===== src/rtl/ad5592r_spi_responder.sv =====
// ad5592r_spi_responder: AD5592R device-side SPI model with register decode and ADC sequencer
module ad5592r_spi_responder #(
  parameter int SYNC_STAGES = 2,
  parameter int DATA_W = 12
) (
  input  logic              CLK,
  input  logic              RST,
  input  logic              SCLK,
  input  logic              SYNC1,
  input  logic              SDI1,
  output logic              SDO1,
  output logic [2:0]        CH_SEL,
  input  logic [DATA_W-1:0] CH_DATA,
  output logic [7:0]        PIN_CFG,
  output logic [10:0]       GP_CTRL,
  output logic [7:0]        SEQ_MASK,
  output logic              SEQ_REP,
  output logic [15:0]       RX_WORD,
  output logic              FRAME_DONE,
  output logic              FRAME_ERR
);
  typedef enum logic [1:0] {IDLE, SHIFT, DECODE, CONVERT} state_t;
  state_t state_q, state_d;
  logic [SYNC_STAGES-1:0] sclk_s_q, sclk_s_d, sync_s_q, sync_s_d, sdi_s_q, sdi_s_d;
  logic sclk_p_q, sclk_p_d, sync_p_q, sync_p_d;
  logic [15:0] rx_q, rx_d, tx_q, tx_d, sh_q, sh_d, rx_word_q, rx_word_d;
  logic [4:0] cnt_q, cnt_d;
  logic sdo_q, sdo_d, pend_q, pend_d, done_q, done_d, err_q, err_d;
  logic [7:0] pin_q, pin_d, mask_q, mask_d;
  logic [10:0] gp_q, gp_d;
  logic rep_q, rep_d, act_q, act_d;
  logic [2:0] ch_q, ch_d;
  logic sclk_v, sync_v, sdi_v, sclk_rise, sclk_fall, sync_rise, sync_fall;
  logic [3:0] lo_first, nxt, wrap;
  // Returns the lowest set mask bit at or above lo; bit 3 set means none found.
  function automatic logic [3:0] first_at(input logic [7:0] m, input logic [3:0] lo);
    logic [3:0] r;
    r = 4'h8;
    for (int i = 7; i >= 0; i--)
      if (m[i] && 4'(i) >= lo) r = 4'(i);
    return r;
  endfunction
  assign sclk_v    = sclk_s_q[SYNC_STAGES-1];
  assign sync_v    = sync_s_q[SYNC_STAGES-1];
  assign sdi_v     = sdi_s_q[SYNC_STAGES-1];
  assign sclk_rise = sclk_v & ~sclk_p_q;
  assign sclk_fall = ~sclk_v & sclk_p_q;
  assign sync_rise = sync_v & ~sync_p_q;
  assign sync_fall = ~sync_v & sync_p_q;
  assign lo_first  = first_at(rx_q[7:0], 4'd0);
  assign nxt       = first_at(mask_q, {1'b0, ch_q} + 4'd1);
  assign wrap      = first_at(mask_q, 4'd0);
  always_comb begin
    state_d   = state_q;
    sclk_s_d  = {sclk_s_q[SYNC_STAGES-2:0], SCLK};
    sync_s_d  = {sync_s_q[SYNC_STAGES-2:0], SYNC1};
    sdi_s_d   = {sdi_s_q[SYNC_STAGES-2:0], SDI1};
    sclk_p_d  = sclk_v;
    sync_p_d  = sync_v;
    rx_d      = rx_q;
    tx_d      = tx_q;
    sh_d      = sh_q;
    rx_word_d = rx_word_q;
    cnt_d     = cnt_q;
    sdo_d     = sdo_q;
    pend_d    = pend_q;
    done_d    = 1'b0;
    err_d     = 1'b0;
    pin_d     = pin_q;
    gp_d      = gp_q;
    mask_d    = mask_q;
    rep_d     = rep_q;
    act_d     = act_q;
    ch_d      = ch_q;
    case (state_q)
      IDLE: if (sync_fall || pend_q) begin
        state_d = SHIFT;
        cnt_d   = 5'd0;
        pend_d  = 1'b0;
        sdo_d   = tx_q[15];
        sh_d    = {tx_q[14:0], 1'b0};
      end
      SHIFT: if (sync_rise) begin
        sdo_d   = 1'b0;
        state_d = cnt_q == 5'd16 ? DECODE : IDLE;
        err_d   = cnt_q != 5'd16;
      end else begin
        if (sclk_fall && cnt_q != 5'd16) begin
          rx_d  = {rx_q[14:0], sdi_v};
          cnt_d = cnt_q + 5'd1;
        end
        if (sclk_rise) begin
          sdo_d = sh_q[15];
          sh_d  = {sh_q[14:0], 1'b0};
        end
      end
      DECODE: begin
        pend_d    = pend_q | sync_fall;
        rx_word_d = rx_q;
        done_d    = 1'b1;
        state_d   = CONVERT;
        if (!rx_q[15]) begin
          case (rx_q[14:11])
            4'b0010: begin
              mask_d = rx_q[7:0];
              rep_d  = rx_q[9];
              act_d  = |rx_q[7:0];
              ch_d   = lo_first[2:0];
            end
            4'b0011: gp_d = rx_q[10:0];
            4'b0100: pin_d = rx_q[7:0];
            4'b1111: if (rx_q[10:0] == 11'h5AC) begin
              pin_d  = 8'd0;
              gp_d   = 11'd0;
              mask_d = 8'd0;
              rep_d  = 1'b0;
              act_d  = 1'b0;
              ch_d   = 3'd0;
            end
            default: ;
          endcase
        end
      end
      CONVERT: begin
        pend_d  = pend_q | sync_fall;
        state_d = IDLE;
        tx_d    = act_q ? {1'b0, ch_q, CH_DATA} : 16'd0;
        if (act_q) begin
          ch_d  = !nxt[3] ? nxt[2:0] : wrap[2:0];
          act_d = !nxt[3] || rep_q;
        end
      end
      default: state_d = IDLE;
    endcase
  end
  always_ff @(posedge CLK) begin
    if (RST) begin
      state_q   <= IDLE;
      sclk_s_q  <= '0;
      sync_s_q  <= '0;
      sdi_s_q   <= '0;
      sclk_p_q  <= 1'b0;
      sync_p_q  <= 1'b0;
      rx_q      <= 16'd0;
      tx_q      <= 16'd0;
      sh_q      <= 16'd0;
      rx_word_q <= 16'd0;
      cnt_q     <= 5'd0;
      sdo_q     <= 1'b0;
      pend_q    <= 1'b0;
      done_q    <= 1'b0;
      err_q     <= 1'b0;
      pin_q     <= 8'd0;
      gp_q      <= 11'd0;
      mask_q    <= 8'd0;
      rep_q     <= 1'b0;
      act_q     <= 1'b0;
      ch_q      <= 3'd0;
    end else begin
      state_q   <= state_d;
      sclk_s_q  <= sclk_s_d;
      sync_s_q  <= sync_s_d;
      sdi_s_q   <= sdi_s_d;
      sclk_p_q  <= sclk_p_d;
      sync_p_q  <= sync_p_d;
      rx_q      <= rx_d;
      tx_q      <= tx_d;
      sh_q      <= sh_d;
      rx_word_q <= rx_word_d;
      cnt_q     <= cnt_d;
      sdo_q     <= sdo_d;
      pend_q    <= pend_d;
      done_q    <= done_d;
      err_q     <= err_d;
      pin_q     <= pin_d;
      gp_q      <= gp_d;
      mask_q    <= mask_d;
      rep_q     <= rep_d;
      act_q     <= act_d;
      ch_q      <= ch_d;
    end
  end
  assign SDO1       = sdo_q;
  assign CH_SEL     = ch_q;
  assign PIN_CFG    = pin_q;
  assign GP_CTRL    = gp_q;
  assign SEQ_MASK   = mask_q;
  assign SEQ_REP    = rep_q;
  assign RX_WORD    = rx_word_q;
  assign FRAME_DONE = done_q;
  assign FRAME_ERR  = err_q;
endmodule


===== config.mk =====
export PLATFORM = sky130hd
export DESIGN_NAME = ad5592r_spi_responder
export DESIGN_NICKNAME = d
export VERILOG_FILES = /design/src/rtl/ad5592r_spi_responder.sv
export SDC_FILE = /design/constraint.sdc
export NUM_CORES = 1
export LEC_CHECK = 0
export ABC_AREA = 1
export BUFFER_PORTS_ARGS = -buffer_cell sky130_fd_sc_hd__buf_2
export CAP_MARGIN = 20
export CORE_AREA = 2 2 97 99
export CTS_BUF_LIST = sky130_fd_sc_hd__clkbuf_4 sky130_fd_sc_hd__clkbuf_8
export CTS_CLUSTER_SIZE = 24
export DETAILED_ROUTE_END_ITERATION = 7
export DIE_AREA = 0 0 99 101
export PLACE_DENSITY = 0.74
export SYNTH_ARGS = -nofsm -noshare
export SYNTH_HDL_FRONTEND = slang
export SYNTH_SLANG_ARGS = --single-unit

===== constraint.sdc =====
create_clock -name CLK -period 2.82 [get_ports CLK]
set_clock_uncertainty 0.05 [all_clocks]
set_input_delay 0.141 -clock CLK [delete_from_list [all_inputs] [get_ports CLK]]
set_output_delay 0.141 -clock CLK [all_outputs]
set_load 0.05 [all_outputs]

# Word level (Yosys, flattened, before mapping)
# Index checks and enable logic that the tools add are counted.
[totals]
register_bits = 115
out_inout_bits = 50
elab_cells = 158
[classes]
n_addsub = 2
magnitude_cmp = 8
n_eq_ne = 21
muxes = 61
n_bitwise = 12
n_reduce_logical = 33
[op_table]
columns = ["cell", "count"]
rows = [
  ["3-bit two-way mux", 20],
  ["16-bit two-way mux", 3],
  ["4-bit two-way mux", 8],
  ["16-bit case mux with 2 select lines", 1],
  ["8-bit case mux with 2 select lines", 2],
  ["4-bit AND reduction", 6],
  ["11-bit case mux with 2 select lines", 1],
  ["3-bit by 4-bit >= comparator with 1-bit output (first input constant)", 4],
  ["2-bit inequality test (second input constant)", 8],
  ["15-bit two-way mux", 1],
  ["5-bit two-way mux", 3],
  ["3-bit case mux with 2 select lines", 2],
  ["2-bit nonzero test", 6],
  ["11-bit == test (second input constant)", 1],
  ["11-bit two-way mux", 1],
  ["1-bit case mux with 2 select lines", 5],
  ["5-bit case mux with 2 select lines", 1],
  ["1-bit logical AND", 9],
  ["4-bit by 2-bit == test with 1-bit output (second input constant)", 2],
  ["1-bit by 4-bit >= comparator with 1-bit output (first input constant)", 2],
  ["2-bit by 4-bit >= comparator with 1-bit output (first input constant)", 2],
  ["1-bit two-way mux", 8],
  ["8-bit two-way mux", 1],
  ["2-bit case mux with 4 select lines", 1],
  ["23 further kinds", 39],
]

# Depth between registers and ports, before layout
[logic_depth]
ltp_word = 15
mapped_depth = 16
ltp_nobuf = 16

# Worst setup path after synthesis
# Ideal clock, no wire load.
[synth_path]
path_type = "reg2reg"
startpoint = "reg ch_q[1], in the netlist CH_SEL[1]"
endpoint = "reg ch_q[0], in the netlist CH_SEL[0]"
setup_ps = 117
t_arrival_ps = 1942
t_required_ps = 2653
slack_ps = 711
path_stages_with_launch = 11
n_path_buf = 0
synth_period_minus_slack_ps = 2109
path_cell_list = "dfxtp_1 > ha_1 > nand2_1 > and2_1 > nor2_2 > o21ai_0 > and3_1 > nand3_1 > nand2_1 > nand2_1 > a21oi_1"
[synth_via]
elab_chain_len = 14
elab_cells_between_ends = 28
[synth_rtl]
columns = ["element", "line", "rtl"]
rows = [
  ["from (decl)", "32", "logic [2:0] ch_q, ch_d;"],
  ["from (signal assigned)", "180", "ch_q <= ch_d;"],
  ["3-bit by 1-bit adder with 4-bit output (*)", "51", "assign nxt = first_at(mask_q, {1'b0, ch_q} + 4'd1);"],
  ["3-bit by 4-bit >= comparator with 1-bit output", "40", "if (m[i] && 4'(i) >= lo) r = 4'(i);"],
  ["1-bit logical AND", "40", ""],
  ["4-bit two-way mux (7 in a row)", "40", ""],
  ["4-bit two-way mux (*)", "40", ""],
  ["3-bit two-way mux (*)", "129", "ch_d = !nxt[3] ? nxt[2:0] : wrap[2:0];"],
  ["3-bit two-way mux (*)", "128", "if (act_q) begin"],
  ["3-bit case mux with 2 select lines (*)", "75", "case (state_q)"],
]
# Mark *: on every way between the ends. The rest lies on a longest branch, timed or not. The select of a mux whose other input is x is not followed.
# A chain may end at the register's enable or synchronous reset.

# Worst setup path in the final report
[layout_path]
startpoint = "reg rx_q[2]"
endpoint = "reg gp_q[2], in the netlist GP_CTRL[2]"
[layout_via]
elab_chain_len = 3
elab_cells_between_ends = 4
[layout_rtl]
columns = ["element", "line", "rtl"]
rows = [
  ["from (decl)", "26", "logic [15:0] rx_q, rx_d, tx_q, tx_d, sh_q, sh_d, rx_word_q, rx_word_d;"],
  ["from (signal assigned)", "166", "rx_q <= rx_d;"],
  ["11-bit == test", "112", "4'b1111: if (rx_q[10:0] == 11'h5AC) begin"],
  ["2-bit inequality test (no source line)", "--", ""],
  ["4-bit AND reduction (no source line)", "--", ""],
  ["to (signal assigned)", "176", "gp_q <= gp_d;"],
  ["to (decl)", "30", "logic [10:0] gp_q, gp_d;"],
]
# Parallel ways exist; a longest one is shown, timed or not.

==> results.toml <==
[status]
status = "complete, no violations"

[logic_synthesis]
avgSynthCellArea_um2 = 7.55
synth_top_area_share_pct = 47.2
synth-edff-count = 0
syn_nets = 657
synth.most_common_cell = "nand2_1"
ys_seq_area_share_pct = 47.2
yosys-top-cells-area = "dfxtp_1, nand2_1, a21oi_1, o21ai_0, inv_1"
ys.flop_type = "dfxtp_1"
synth-seq-cells = 113
syn_area_um2 = 4790
synthCells = 634
synth_top_cells_by_count = "nand2_1, dfxtp_1, a21oi_1"
synth_warnings = 0
async_flop_share_pct = 0
synth.distinct_cells = 39
yosysTopAreaCell = "dfxtp_1"

[detailed_routing]
wl_um = 11300
num_vias = 4493
dr.pass1.iters = 5
ant_nets = 0
drt_iter0_markers = 191
vias_per_cell = 5.39
drcViolationCount = 0
wire_per_inst_um = 13.5

[pwr]
power.total_mw = 3.33
p_leak_nw = 2.44
ir_worst_vdd_v = 0.000237
power.density_nw_per_um2 = 585

[timing]
finalWorstSetupSlack_ps = 663
maxSlewViolCount = 0
relSlewSlack_pct = 50.1
finalSetupTns_ps = 0
setup_viol = 0
finalCritPeriodShare_pct = 76.5
rsz0062_at_grt = "false"
post-route-min-period_ps = 2160
hold_violations = 0
fmax_mhz = 464
tightest_slew_ps = 744
finalHoldWorstSlack_ps = 182

[finish]
regArea_um2 = 2260
areaGrowthSynthToFinish_pct = 18.9
finalNonFillerCells = 834
final_util_pct = 63.4
fillers = 809
num_antenna_cells = 0
postLayoutCellArea_um2 = 5700
multi_input_area_um2 = 2150
fin_nets = 733
drive_gt1_share_pct = 17.6

[grt]
track_usage_pct = 23.4
grt_pass1_vias = 4071
grt_overflow = 0
grt_max_degree = 57
antenna_found_initial = 0
grt_pass1_wl_um = 18900

[clock_tree]
clock_sinks = 113
clock_latency_ps = 430
path_clk_slew_ps = 70
cts_root_buf = "clkbuf_8"
clk_path_buf_depth = 2
cts_made_buffers = 17
cts_tree = "built"
htree_levels = 4
post-cts-setup-buffers = 0

[die]
core_area_um2 = 8980
start_util_pct = 53.4
rows = 35
die_x_um = 99
io_pins = 67
die-area_um2 = 10000
die_y_um = 101

[critical_path]
end_kind = "flip-flop"
crit_fanout = 18
path_class = "flip-flop to flip-flop"
cp.arrival_ps = 2390
cp-start-kind = "flip-flop"
required_ps = 3060

[placed_design]
dpl_worst_slack_ps = 712
io_buffers = 66
dp.cells = 787
place_congestion = 0.882
dp_hpwl_um = 7620
dpl_cell_area_um2 = 5150

[run]
maxCapViolations = 0

[worst_hold_path]
min_path_type = "input port to flip-flop"
==> worst max-delay path, stage by stage, from the launching register on <==
cell and delay [ps]:
dfxtp_1 440, inv_2 100, nor4_4 250, nand4_2 170, a21oi_4 430, nand2_1 340
nand2_1 150, a21oi_1 80
==> layer usage <==
metal / GRT usage [%] / wire length [µm]
met4: 8.54 / 163
met5: 0 / 0
met3: 6.52 / 528
met1: 29.4 / 5010
met2: 38.5 / 5590
==> power by group <==
part           total [mW]  internal [mW]  switching [mW]
clock network        1.49          0.816           0.676
logic               0.183         0.0640           0.119
registers            1.66           1.63          0.0236
==> flip-flops by register name (all words and copies together) (netlist names), 3 cells and up, named ones only <==
| name | count |
|---|---|
| RX_WORD | 16 |
| rx_q | 16 |
| sh_q | 15 |
| tx_q | 15 |
| GP_CTRL | 11 |
| PIN_CFG | 8 |
| SEQ_MASK | 8 |
| cnt_q | 5 |
| CH_SEL | 3 |
==> path summary, 6_finish.rpt <==
kind	slack, ps	cells after the start	endpoint	start
setup / recovery	660	7	GP_CTRL[2]	rx_q[2]
hold / removal	180	4	pend_q	RST
setup reg to reg	660	7	GP_CTRL[2]	rx_q[2]
hold reg to reg	360	2	sync_s_q[1]	sync_s_q[0]
==> cells by family after synthesis <==
logic type	synth area share [%]
AND/OR/NAND/NOR	25.4
flip-flops	47.2
adder cells (fa/ha/maj)	1.57
AO/OA/AOI/OAI	17.9
buffers and inverters	7.86
==> layout make-up <==
type	instances	share of cell area, %
clock buffers	19	4.48
inverters	56	3.69
well taps	111	2.44
clock inverters	13	2.42
multi-input cells	433	37.8
flip-flops and latches	113	39.7
repair buffers	89	9.49
==> cell usage in the layout (no fill, tap or decap), types with 3 or more instances in the layout <==
cell type | synthesis | final
a21oi_1 | 81 | 81
a31oi_1 | 14 | 14
buf_2 | 10 | 66
buf_4 | 1 | 8
clkbuf_8 | 0 | 18
clkinv_2 | 0 | 4
clkinv_4 | 0 | 3
clkinvlp_4 | 0 | 3
dfxtp_1 | 113 | 113
dlygate4sd3_1 | 0 | 15
ha_1 | 6 | 6
inv_1 | 52 | 52
inv_2 | 4 | 4
nand2_1 | 136 | 136
nand3_1 | 32 | 32
nand4_1 | 21 | 21
nor2_1 | 51 | 51
nor3_1 | 6 | 6
nor3_2 | 3 | 3
o21ai_0 | 55 | 55
==> timing repair <==
item | in CTS | in global routing
hold endpoints to repair | 15 | 0
hold buffers | 15 | 0
endpoints found under the setup margin | 0 | 0
resized for setup | 0 | 0
Note: power is estimated with default switching activity, not from simulation.
